==> src/rtl/uart_tx.sv <==
// uart_tx: 8-bit UART transmitter with a one-entry holding register,
// optional even/odd parity, 1 or 2 stop bits, and back-to-back framing.
module uart_tx #(
  parameter int clk_freq  = 1000000,
  parameter int baud_rate = 9600,
  parameter int PARITY    = 1,
  parameter int STOP_BITS = 1
) (
  input  logic       clk,
  input  logic       rst,
  input  logic       tx_valid,
  input  logic [7:0] tx_data,
  output logic       tx_ready,
  output logic       tx,
  output logic       busy,
  output logic       donetx
);

  localparam int CLKS_PER_BIT = clk_freq / baud_rate;
  localparam int CW = (CLKS_PER_BIT > 1) ? $clog2(CLKS_PER_BIT) : 1;

  typedef enum logic [2:0] {IDLE, START, DATA, PAR, STOP} state_t;

  state_t        state;
  logic [CW-1:0] cnt;
  logic [2:0]    bit_idx;
  logic          stop_idx;
  logic [7:0]    shreg;
  logic          par_bit;
  logic [7:0]    hold;
  logic          hold_full;
  logic          last_cnt;
  logic          accept;

  function automatic logic parity_of(input logic [7:0] b);
    return (PARITY == 2) ? ~^b : ^b;
  endfunction

  assign last_cnt = (cnt == CW'(CLKS_PER_BIT - 1));
  assign accept   = tx_valid && !hold_full;
  assign tx_ready = !hold_full;

  // Holding register, bit-time counter and frame sequencing with registered outputs
  always_ff @(posedge clk) begin
    if (rst) begin
      state     <= IDLE;
      cnt       <= '0;
      bit_idx   <= '0;
      stop_idx  <= 1'b0;
      shreg     <= '0;
      par_bit   <= 1'b0;
      hold      <= '0;
      hold_full <= 1'b0;
      tx        <= 1'b1;
      busy      <= 1'b0;
      donetx    <= 1'b0;
    end else begin
      donetx <= 1'b0;
      if (accept) begin
        hold      <= tx_data;
        hold_full <= 1'b1;
      end
      case (state)
        IDLE: begin
          tx   <= 1'b1;
          busy <= 1'b0;
          cnt  <= '0;
          if (hold_full) begin
            shreg     <= hold;
            par_bit   <= parity_of(hold);
            hold_full <= 1'b0;
            state     <= START;
            tx        <= 1'b0;
            busy      <= 1'b1;
          end
        end
        START: begin
          if (last_cnt) begin
            cnt     <= '0;
            bit_idx <= '0;
            tx      <= shreg[0];
            state   <= DATA;
          end else begin
            cnt <= cnt + CW'(1);
          end
        end
        DATA: begin
          if (last_cnt) begin
            cnt <= '0;
            if (bit_idx == 3'd7) begin
              if (PARITY != 0) begin
                tx    <= par_bit;
                state <= PAR;
              end else begin
                tx       <= 1'b1;
                stop_idx <= 1'b0;
                state    <= STOP;
              end
            end else begin
              bit_idx <= bit_idx + 3'd1;
              shreg   <= shreg >> 1;
              tx      <= shreg[1];
            end
          end else begin
            cnt <= cnt + CW'(1);
          end
        end
        PAR: begin
          if (last_cnt) begin
            cnt      <= '0;
            tx       <= 1'b1;
            stop_idx <= 1'b0;
            state    <= STOP;
          end else begin
            cnt <= cnt + CW'(1);
          end
        end
        STOP: begin
          if (last_cnt) begin
            cnt <= '0;
            if ((STOP_BITS == 1) || stop_idx) begin
              donetx <= 1'b1;
              // A pending byte starts its frame immediately, with no idle bit.
              if (hold_full) begin
                shreg     <= hold;
                par_bit   <= parity_of(hold);
                hold_full <= 1'b0;
                tx        <= 1'b0;
                state     <= START;
              end else begin
                busy  <= 1'b0;
                state <= IDLE;
              end
            end else begin
              stop_idx <= 1'b1;
            end
          end else begin
            cnt <= cnt + CW'(1);
          end
        end
        default: state <= IDLE;
      endcase
    end
  end

endmodule

==> config.mk <==
export PLATFORM = sky130hd
export DESIGN_NAME = uart_tx
export DESIGN_NICKNAME = d
export VERILOG_FILES = /design/src/rtl/uart_tx.sv
export SDC_FILE = /design/constraint.sdc
export NUM_CORES = 1
export LEC_CHECK = 0
export BUFFER_PORTS_ARGS = -buffer_cell sky130_fd_sc_hd__buf_2
export CORE_MARGIN = 2
export CORE_UTILIZATION = 55
export CTS_CLUSTER_DIAMETER = 100
export CTS_CLUSTER_SIZE = 40
export DETAILED_ROUTE_END_ITERATION = 10
export PLACE_DENSITY = 0.74
export SKIP_LAST_GASP = 1
export SYNTH_ARGS = -nofsm -noshare
export SYNTH_HDL_FRONTEND = slang
export SYNTH_SLANG_ARGS = --single-unit
export TNS_END_PERCENT = 100
==> constraint.sdc <==
create_clock -name clk -period 4.6 [get_ports clk]
set_input_delay 0.23 -clock clk [delete_from_list [all_inputs] [get_ports clk]]
set_output_delay 0.23 -clock clk [all_outputs]
set_load 0.05 [all_outputs]
==> impl_metrics.ini, run 1 <==
[status]
outcome = finished clean

[detailed_routing]
drtIter0Drc = 70
routedWlPerCell_um = 14.1
vias = 1492
first_pass_iters = 4
drtAntennaViolNets = 0
drt-total-wl_mm = 3.69
drc = 0
vias_per_cell = 5.72

[floorplanning]
chipHeight_um = 62.1
placement_rows = 21
die_w_um = 62.1
die_area_um2 = 3860
boundaryPins = 15
coreArea_um2 = 3280
start_util_pct = 56.6

[power]
max-vdd-ir-drop_v = 0.000159
leakage_nw = 0.738
p_per_area_nw_per_um2 = 294

[run]
maxCapViolCount = 0

[hold_path]
hold_class = input port to flop

[clock_network]
numCtsBuffers = 5
cts_tree = yes
ctsResizeCount = 0
ctsRootBufferMaster = clkbuf_4
insertion_delay_ns = 0.34
clkTransAtPathRegs_ns = 0.10
cts_buffer_depth = 2
htree_levels = 2
numClockSinks = 34
hold_buffers = 0
post-cts-setup-buffers = 0

[place]
dpl.hpwl_mm = 2.61
portBuffers = 14
dp.cells = 253
globalplace.congestion = 0.831
placed_area_um2 = 1920

[worst_setup_path]
path_cells = nor3b_1, buf_4, mux2i_1, nor2_1, mux2_4
crit_path_max_incr_delay_ns = 0.63
path_class = flop to flop
cp.arrival_ns = 2.43
cp-end-kind = flop
worstPathMaxFanout = 17
r2r_slack_ns = 2.40
startpoint_type = flop
required_ns = 4.83
critPathBufInv = 1
path_delay_family = simple AND/OR/NAND/NOR gates
crit_slowest_cell = nor3b_1

[global_route]
grt.total_usage_pct = 20.9
overflow = 0
grt_pass1_vias = 1364
grt_start_max_net_pins = 45
grt_antenna_before_repair = 0
grt_pass1_wl_mm = 6.34

[synth]
syn_inst = 206
synth-compound-area-share_pct = 16.4
synth_ff_type = dfxtp_1
yosysUniqueCellTypes = 49
synthMuxAreaShare_pct = 14.3
yosys.area_share.simple_pct = 21.3
ys_ff_latch = 34
syn_area_um2 = 1860
synth_nets = 220
synth_adder_area_share_pct = 2.02
synth_top_family_by_area = simple AND/OR/NAND/NOR gates
synthArstFlopShare_pct = 0
syn_avg_cell_area_um2 = 9.03
ys_seq_area_share_pct = 36.6
synth_xor_area_share_pct = 3.77
synth_edf_count = 0
yosys_warnings = 0

[timing]
layout_min_cycle_time_ns = 2.20
skew_ns = 0.00818
max_freq_mhz = 456
hold_violations = 0
period_share_pct = 47.7
holdWs_ns = 0.127
grt_setup_unrepaired = no
tightest_slew_ns = 0.747
drv_slew = 0
finalSetupViolations = 0
setup-tns-final_ns = 0
slew_headroom_pct = 50.2

[cells_and_area]
final_common_cell = dfxtp_1
diodes = 0
fin_nets = 228
finalNonFillerCells = 261
final_area_um2 = 1980
layout-drive-gt1-share_pct = 16.3
syn_to_final_growth_pct = 6.26
final_cell_mix = 34 x dfxtp_1, 22 x nor2_1, 16 x mux2i_1, 15 x a21oi_1, 14 x buf_2
## registers in the layout, summed over array words and instances, names as in the netlist
signal	count
shreg	8
busy	1
bit_idx	3
cnt	7
tx	1
state	3
hold_full	1
par_bit	1
hold	8
donetx	1
## cell usage after synthesis, types with 2 or more instances
cell	count	area, µm²
buf_6	2	22.5
ha_1	3	37.5
nor2_1	22	82.6
nor3b_1	2	15.0
o21ai_0	5	25.0
mux2i_1	16	160
o311a_1	2	20.0
xor2_1	2	17.5
or3_1	6	37.5
nor3_1	6	30.0
nor2b_1	9	56.3
buf_2	6	30.0
dfxtp_1	34	681
a31oi_1	2	12.5
o2111ai_1	2	17.5
mux2_4	7	105
a2111oi_0	2	17.5
nand2_1	10	37.5
a21oi_1	15	75.1
clkbuf_1	4	15.0
nand3_1	7	35.0
xnor2_1	6	52.6
o32ai_1	4	35.0
inv_1	6	22.5
and2b_1	2	15.0
## final timing paths
| kind | startpoint | endpoint | cells past startpoint |
|---|---|---|---|
| min reg2reg | bit_idx[2] | bit_idx[2] | 2 |
| max reg2reg | state[1] | shreg[3] | 5 |
| max | state[1] | shreg[3] | 5 |
| min | tx_data[6] | hold[6] | 3 |
## metrics by stage
stage | util, % | power (mW) | setup slack [ns]
after floorplan | - | 0.397 | 2.86
after global placement | 58.3 | 0.413 | 2.55
after detailed placement | 58.3 | 0.415 | 2.44
after CTS | 60.2 | 0.590 | 2.41
after global routing | 60.2 | 0.615 | 2.25
final | 60.2 | 0.582 | 2.40
## cell type report
type | instances | area (µm²)
Timing Repair Buffer | 15 | 77.6
Tap cell | 46 | 57.6
Inverter | 7 | 26.3
Clock buffer | 7 | 55.1
Sequential cell | 34 | 681
Fill cell | 292 | 1310
Multi-Input combinational cell | 151 | 1070
Clock inverter | 1 | 5.00
## metal layers
layer	vias up	track usage, %	share of wire, %
met5	-	0	0
met4	0	10.0	2.0
met3	5	5.62	3.3
met2	33	34.0	49
met1	696	25.7	46
li1	758	-	-
## worst reg2reg max path: cells and delay by family (launching register included)
kind                   cells  cell delay (ns)
buffers and inverters      1             0.29
and+or+nand+nor            2             0.69
DFF                        1             0.62
muxes                      2             0.50
## report_power, final
part           total (mW)  internal, mW  switching [mW]
clock               0.173        0.0740          0.0992
combinational      0.0900        0.0390          0.0510
sequential          0.318         0.306          0.0123
total               0.582         0.419           0.162
## logic make-up after synthesis
family                   count (synthesis)
flip-flops                              34
AO/OA/AOI/OAI                           43
XOR/XNOR                                 8
multiplexers                            23
buffers and inverters                   21
adder cells (fa/ha/maj)                  3
AND/OR/NAND/NOR                         74
Power figures use the tool's default switching activity.
==> run 2, diff against run 1 <==
clock period = 2.2 ns   (was 4.6 ns; I/O delays follow)
==> run 2 against run 1 <==
Final cell count up 1.9%; final area up 2.2%; global-route usage about the same; combinational power up 110%; clock power up 110%; fmax up 15%; routed wire length up 1.4%; flip-flop and latch count unchanged; sequential share of layout area down 0.73 points; register-to-register slack worse by 2.1 ns; total power up 110%.
==> impl_metrics.ini, run 2 (same netlist as run 1, synthesis figures left out) <==
[worst_setup_path]
cp.arrival_ns = 2.14
cp-end-kind = flop
startpoint_type = flop
worstPathMaxFanout = 8
path_class = flop to flop
required_ns = 2.43

[place]
dpl.hpwl_mm = 2.67
portBuffers = 14
globalplace.congestion = 0.818

[timing]
period_share_pct = 87.1
slew_headroom_pct = 50.0
grt_setup_unrepaired = no
hold_violations = 0
setup-tns-final_ns = 0
finalSetupViolations = 0
layout_min_cycle_time_ns = 1.92
tightest_slew_ns = 0.750
drv_slew = 0
max_freq_mhz = 522
skew_ns = 0.00359

[global_route]
grt_antenna_before_repair = 0
grt_pass1_wl_mm = 6.49
grt.total_usage_pct = 20.9
grt_pass1_vias = 1473
overflow = 0
grt_start_max_net_pins = 45

[floorplanning]
placement_rows = 21
die_area_um2 = 3860
boundaryPins = 15
die_w_um = 62.1
start_util_pct = 56.6
chipHeight_um = 62.1
coreArea_um2 = 3280

[detailed_routing]
first_pass_iters = 4
vias = 1512
drtIter0Drc = 80
drtAntennaViolNets = 0
drc = 0
drt-total-wl_mm = 3.74
vias_per_cell = 5.68
routedWlPerCell_um = 14.1

[cells_and_area]
layout-drive-gt1-share_pct = 17.3
syn_to_final_growth_pct = 8.55
final_cell_mix = 34 x dfxtp_1, 22 x nor2_1, 16 x mux2i_1, 15 x a21oi_1, 14 x buf_2
diodes = 0
reg_top3 = hold x8, shreg x8, cnt x7
final_common_cell = dfxtp_1
fin_nets = 233

[power]
total_power_mw = 1.22
p_per_area_nw_per_um2 = 604
leakage_nw = 0.763
max-vdd-ir-drop_v = 0.000378

[status]
outcome = finished clean

[clock_network]
numCtsBuffers = 5
post-cts-setup-buffers = 0
cts_buffer_depth = 2
insertion_delay_ns = 0.33
clkTransAtPathRegs_ns = 0.10
htree_levels = 2
numClockSinks = 34
cts_tree = yes
ctsRootBufferMaster = clkbuf_4

[hold_path]
hold_class = input port to flop

[run]
maxCapViolCount = 0
-- run 2: final cells by class --
type,count,area [µm²]
Tap cell,46,57.6
Multi-Input combinational cell,151,1070
Inverter,7,26.3
Fill cell,283,1270
Sequential cell,34,681
Timing Repair Buffer,20,120
Clock inverter,1,5.00
Clock buffer,7,55.1
-- run 2: metal layers --
| metal | GRT usage (%) | routed length, µm | part of all wire [%] |
|---|---|---|---|
| met5 | 0 | 0 | 0 |
| met4 | 9.17 | 92 | 2.5 |
| met3 | 5.43 | 120 | 3.2 |
| met2 | 36.3 | 1860 | 50 |
| met1 | 24.2 | 1670 | 45 |
-- run 2: worst max-delay path, stage by stage, from the launching register on --
cell and delay, ns:
dfxtp_1 0.34, ha_1 0.20, ha_1 0.24, nor3b_1 0.24, o211ai_2 0.09, a21o_1 0.35
mux2_4 0.35
-- run 2: final timing paths --
kind | startpoint | end | slack, ns | depth (start not counted)
worst max-delay path | bit_idx[0] | shreg[5] | 0.28 | 6
worst min-delay path | tx_data[2] | hold[2] | 0.02 | 3
worst max register to register | bit_idx[0] | shreg[5] | 0.28 | 6
worst min register to register | bit_idx[2] | bit_idx[2] | 0.47 | 2
-- run 2: where the power goes --
part / switching (mW) / internal (mW)
combinational: 0.106 / 0.0859
sequential: 0.0250 / 0.640
clock: 0.208 / 0.155
-- run 2: repair_timing --
action / CTS / global route
hold buffers: 2 / 0
endpoints found under the hold margin: 2 / 0
gates resized for setup: 0 / 0
-- run 2: through the flow --
step	instances	util, %	area [µm²]	hold WS (ns)	setup WS [ns]
2_1_floorplan	206	-	1860	0.257	0.460
4_1_cts	266	61.4	2020	0.00659	0.257
6_report	266	61.4	2020	0.0173	0.285
3_5_place_dp	256	59.0	1940	0.354	0.271
3_3_place_gp	256	59.0	1940	0.349	0.339
5_1_grt	266	61.4	2020	0.0242	0.172
==> run 3, diff against run 2 <==
ABC_AREA = 1   (was not set)
==> run 3 against run 2 <==
Sequential share of layout area increased by 2.0 points; total power increased by 58%; via count increased by 4.3%; largest power group unchanged; final cell count increased by 23%; critical path type unchanged; clock skew increased by 0.0081 ns; first-iteration DRC count increased by 50%; combinational power increased to 4.1 times the previous value.
==> impl_metrics.ini, run 3 <==
[timing]
skew_ns = 0.0117
setup-tns-final_ns = 0
grt_setup_unrepaired = no
drv_slew = 0
hold_violations = 0
period_share_pct = 72.1
slew_headroom_pct = 62.6
finalSetupViolations = 0
max_freq_mhz = 630
layout_setup_ws_ns = 0.613
layout_min_cycle_time_ns = 1.59
tightest_slew_ns = 0.561

[cells_and_area]
reg_top3 = hold x8, shreg x8, cnt x7
final_cell_mix = 81 x nand2_1, 34 x dfxtp_1, 33 x nor2_1, 29 x inv_1, 21 x o21ai_0
fin_nets = 297
final_common_cell = nand2_1
syn_to_final_growth_pct = 7.40
fin_util_pct = 62.5
fillers = 306
layout-drive-gt1-share_pct = 11.3
diodes = 0
final_area_um2 = 1910

[power]
sw_frac_of_total_pct = 42.5
p_int_mw = 1.11
p_clk_share_pct = 16.5
p_per_area_nw_per_um2 = 1010
switching_power_mw = 0.820
max-vdd-ir-drop_v = 0.000461
total_power_mw = 1.93
seqPwrFrac_pct = 42.5
p_comb_share_pct = 41.0
leakage_nw = 0.896

[detailed_routing]
vias_per_cell = 4.82
drtIter0Drc = 120
first_pass_iters = 4
vias = 1577
drc = 0
drtAntennaViolNets = 0
drt-total-wl_mm = 3.42
routedWlPerCell_um = 10.5

[global_route]
busiest_layer = met2
use_met1_pct = 25.7
grt_antenna_before_repair = 0
grt.total_usage_pct = 21.3
overflow = 0
grt_pass1_wl_mm = 5.79
grt_use_met3_pct = 7.46
grt_pass1_vias = 1358
grtUsageMet2_pct = 35.3
grt_start_max_net_pins = 21

[clock_network]
ctsResizeCount = 0
htree_levels = 2
numCtsBuffers = 5
numClockSinks = 34
post-cts-setup-buffers = 0
ctsRootBufferMaster = clkbuf_4
insertion_delay_ns = 0.34
cts_buffer_depth = 2
hold_buffers = 0
cts_tree = yes
clkTransAtPathRegs_ns = 0.10

[place]
dpl.hpwl_mm = 2.53
globalplace.congestion = 0.920
portBuffers = 14
post-place-ws_ns = 0.646
placed_area_um2 = 1860

[synth]
synth_most_common_cell = nand2_1
synth_top_cell_area_share_pct = 38.3
synth_nets = 283
yosys_warnings = 0
synth_ff_type = dfxtp_1
netlist_top_cells_count = 81 x nand2_1, 34 x dfxtp_1, 33 x nor2_1, 29 x inv_1, 21 x o21ai_0
synth_top_area_cell = dfxtp_1
ys_ff_latch = 34
ys_seq_area_share_pct = 38.3
yosysUniqueCellTypes = 29
synthArstFlopShare_pct = 0
netlist_top_cells_area = dfxtp_1 38%, nand2_1 17%, nor2_1 7.0%, inv_1 6.1%, o21ai_0 5.9%
syn_inst = 269
syn_avg_cell_area_um2 = 6.60
synth_edf_count = 0
syn_area_um2 = 1780

[floorplanning]
chipHeight_um = 60.8
boundaryPins = 15
die_area_um2 = 3700
coreArea_um2 = 3050
placement_rows = 20
start_util_pct = 58.2
die_w_um = 60.8

[worst_setup_path]
startpoint_type = flop
required_ns = 2.48
worstPathMaxFanout = 15
cp-end-kind = flop
cp.arrival_ns = 1.87
path_class = flop to flop
ff2ff_path_depth = 9

[hold_path]
whs_path_depth = 2
hold_class = input port to flop

[run]
maxCapViolCount = 0

[status]
outcome = finished clean
==> run 3: critical path, stage by stage, from the launching register on <==
cell	delay, ns
dfxtp_1	0.34
ha_1	0.20
ha_1	0.20
inv_1	0.06
nand3_1	0.16
nand2_2	0.14
nand3_4	0.17
nand2_1	0.10
nand2_1	0.05
nor2_1	0.12
==> run 3: final cells by class <==
type / instances / area, µm² / area share [%]
clock buffer: 7 / 45.0 / 2.36
inverter: 33 / 124 / 6.50
multi-input combinational: 195 / 932 / 48.9
sequential: 34 / 681 / 35.7
tap: 44 / 55.1 / 2.89
timing repair buffer: 14 / 70.1 / 3.67
==> run 3: path summary, 6_finish.rpt <==
path / slack [ns] / end / start
setup / recovery: 0.61 / shreg[0] / bit_idx[0]
hold / removal: 0.02 / hold_full / tx_valid
setup reg to reg: 0.61 / shreg[0] / bit_idx[0]
hold reg to reg: 0.48 / shreg[7] / shreg[7]
==> run 3: per-layer routing <==
layer / wire length (µm) / share of wire, % / vias up
li1: - / - / 873
met1: 1580 / 46 / 664
met2: 1580 / 46 / 35
met3: 205 / 6.0 / 5
met4: 47 / 1.4 / 0
met5: 0 / 0 / -
==> run 3: through the flow <==
step / hold WS (ns) / cells
after floorplan: 0.266 / 269
after global placement: 0.369 / 320
after detailed placement: 0.370 / 320
after CTS: 0.00951 / 327
after global routing: 0.0288 / 327
final: 0.0155 / 327
==> run 3: kinds of logic after synthesis <==
family	Yosys count	synth area share, %
DFF	34	38.3
adders and majority gates	3	2.11
AOI/OAI and AO/OA	41	12.3
xor gates and xnor gates	4	1.97
and+or+nand+nor	147	36.2
buffers and inverters	40	9.16
==> run 3: power by group through the flow <==
stage	registers (mW)	clock network [mW]	logic, mW
final	0.819	0.318	0.791
after global routing	0.833	0.354	0.909
after CTS	0.819	0.329	0.792
after detailed placement	0.832	0	0.787
after global placement	0.829	0	0.783
after floorplan	0.853	0	0.626
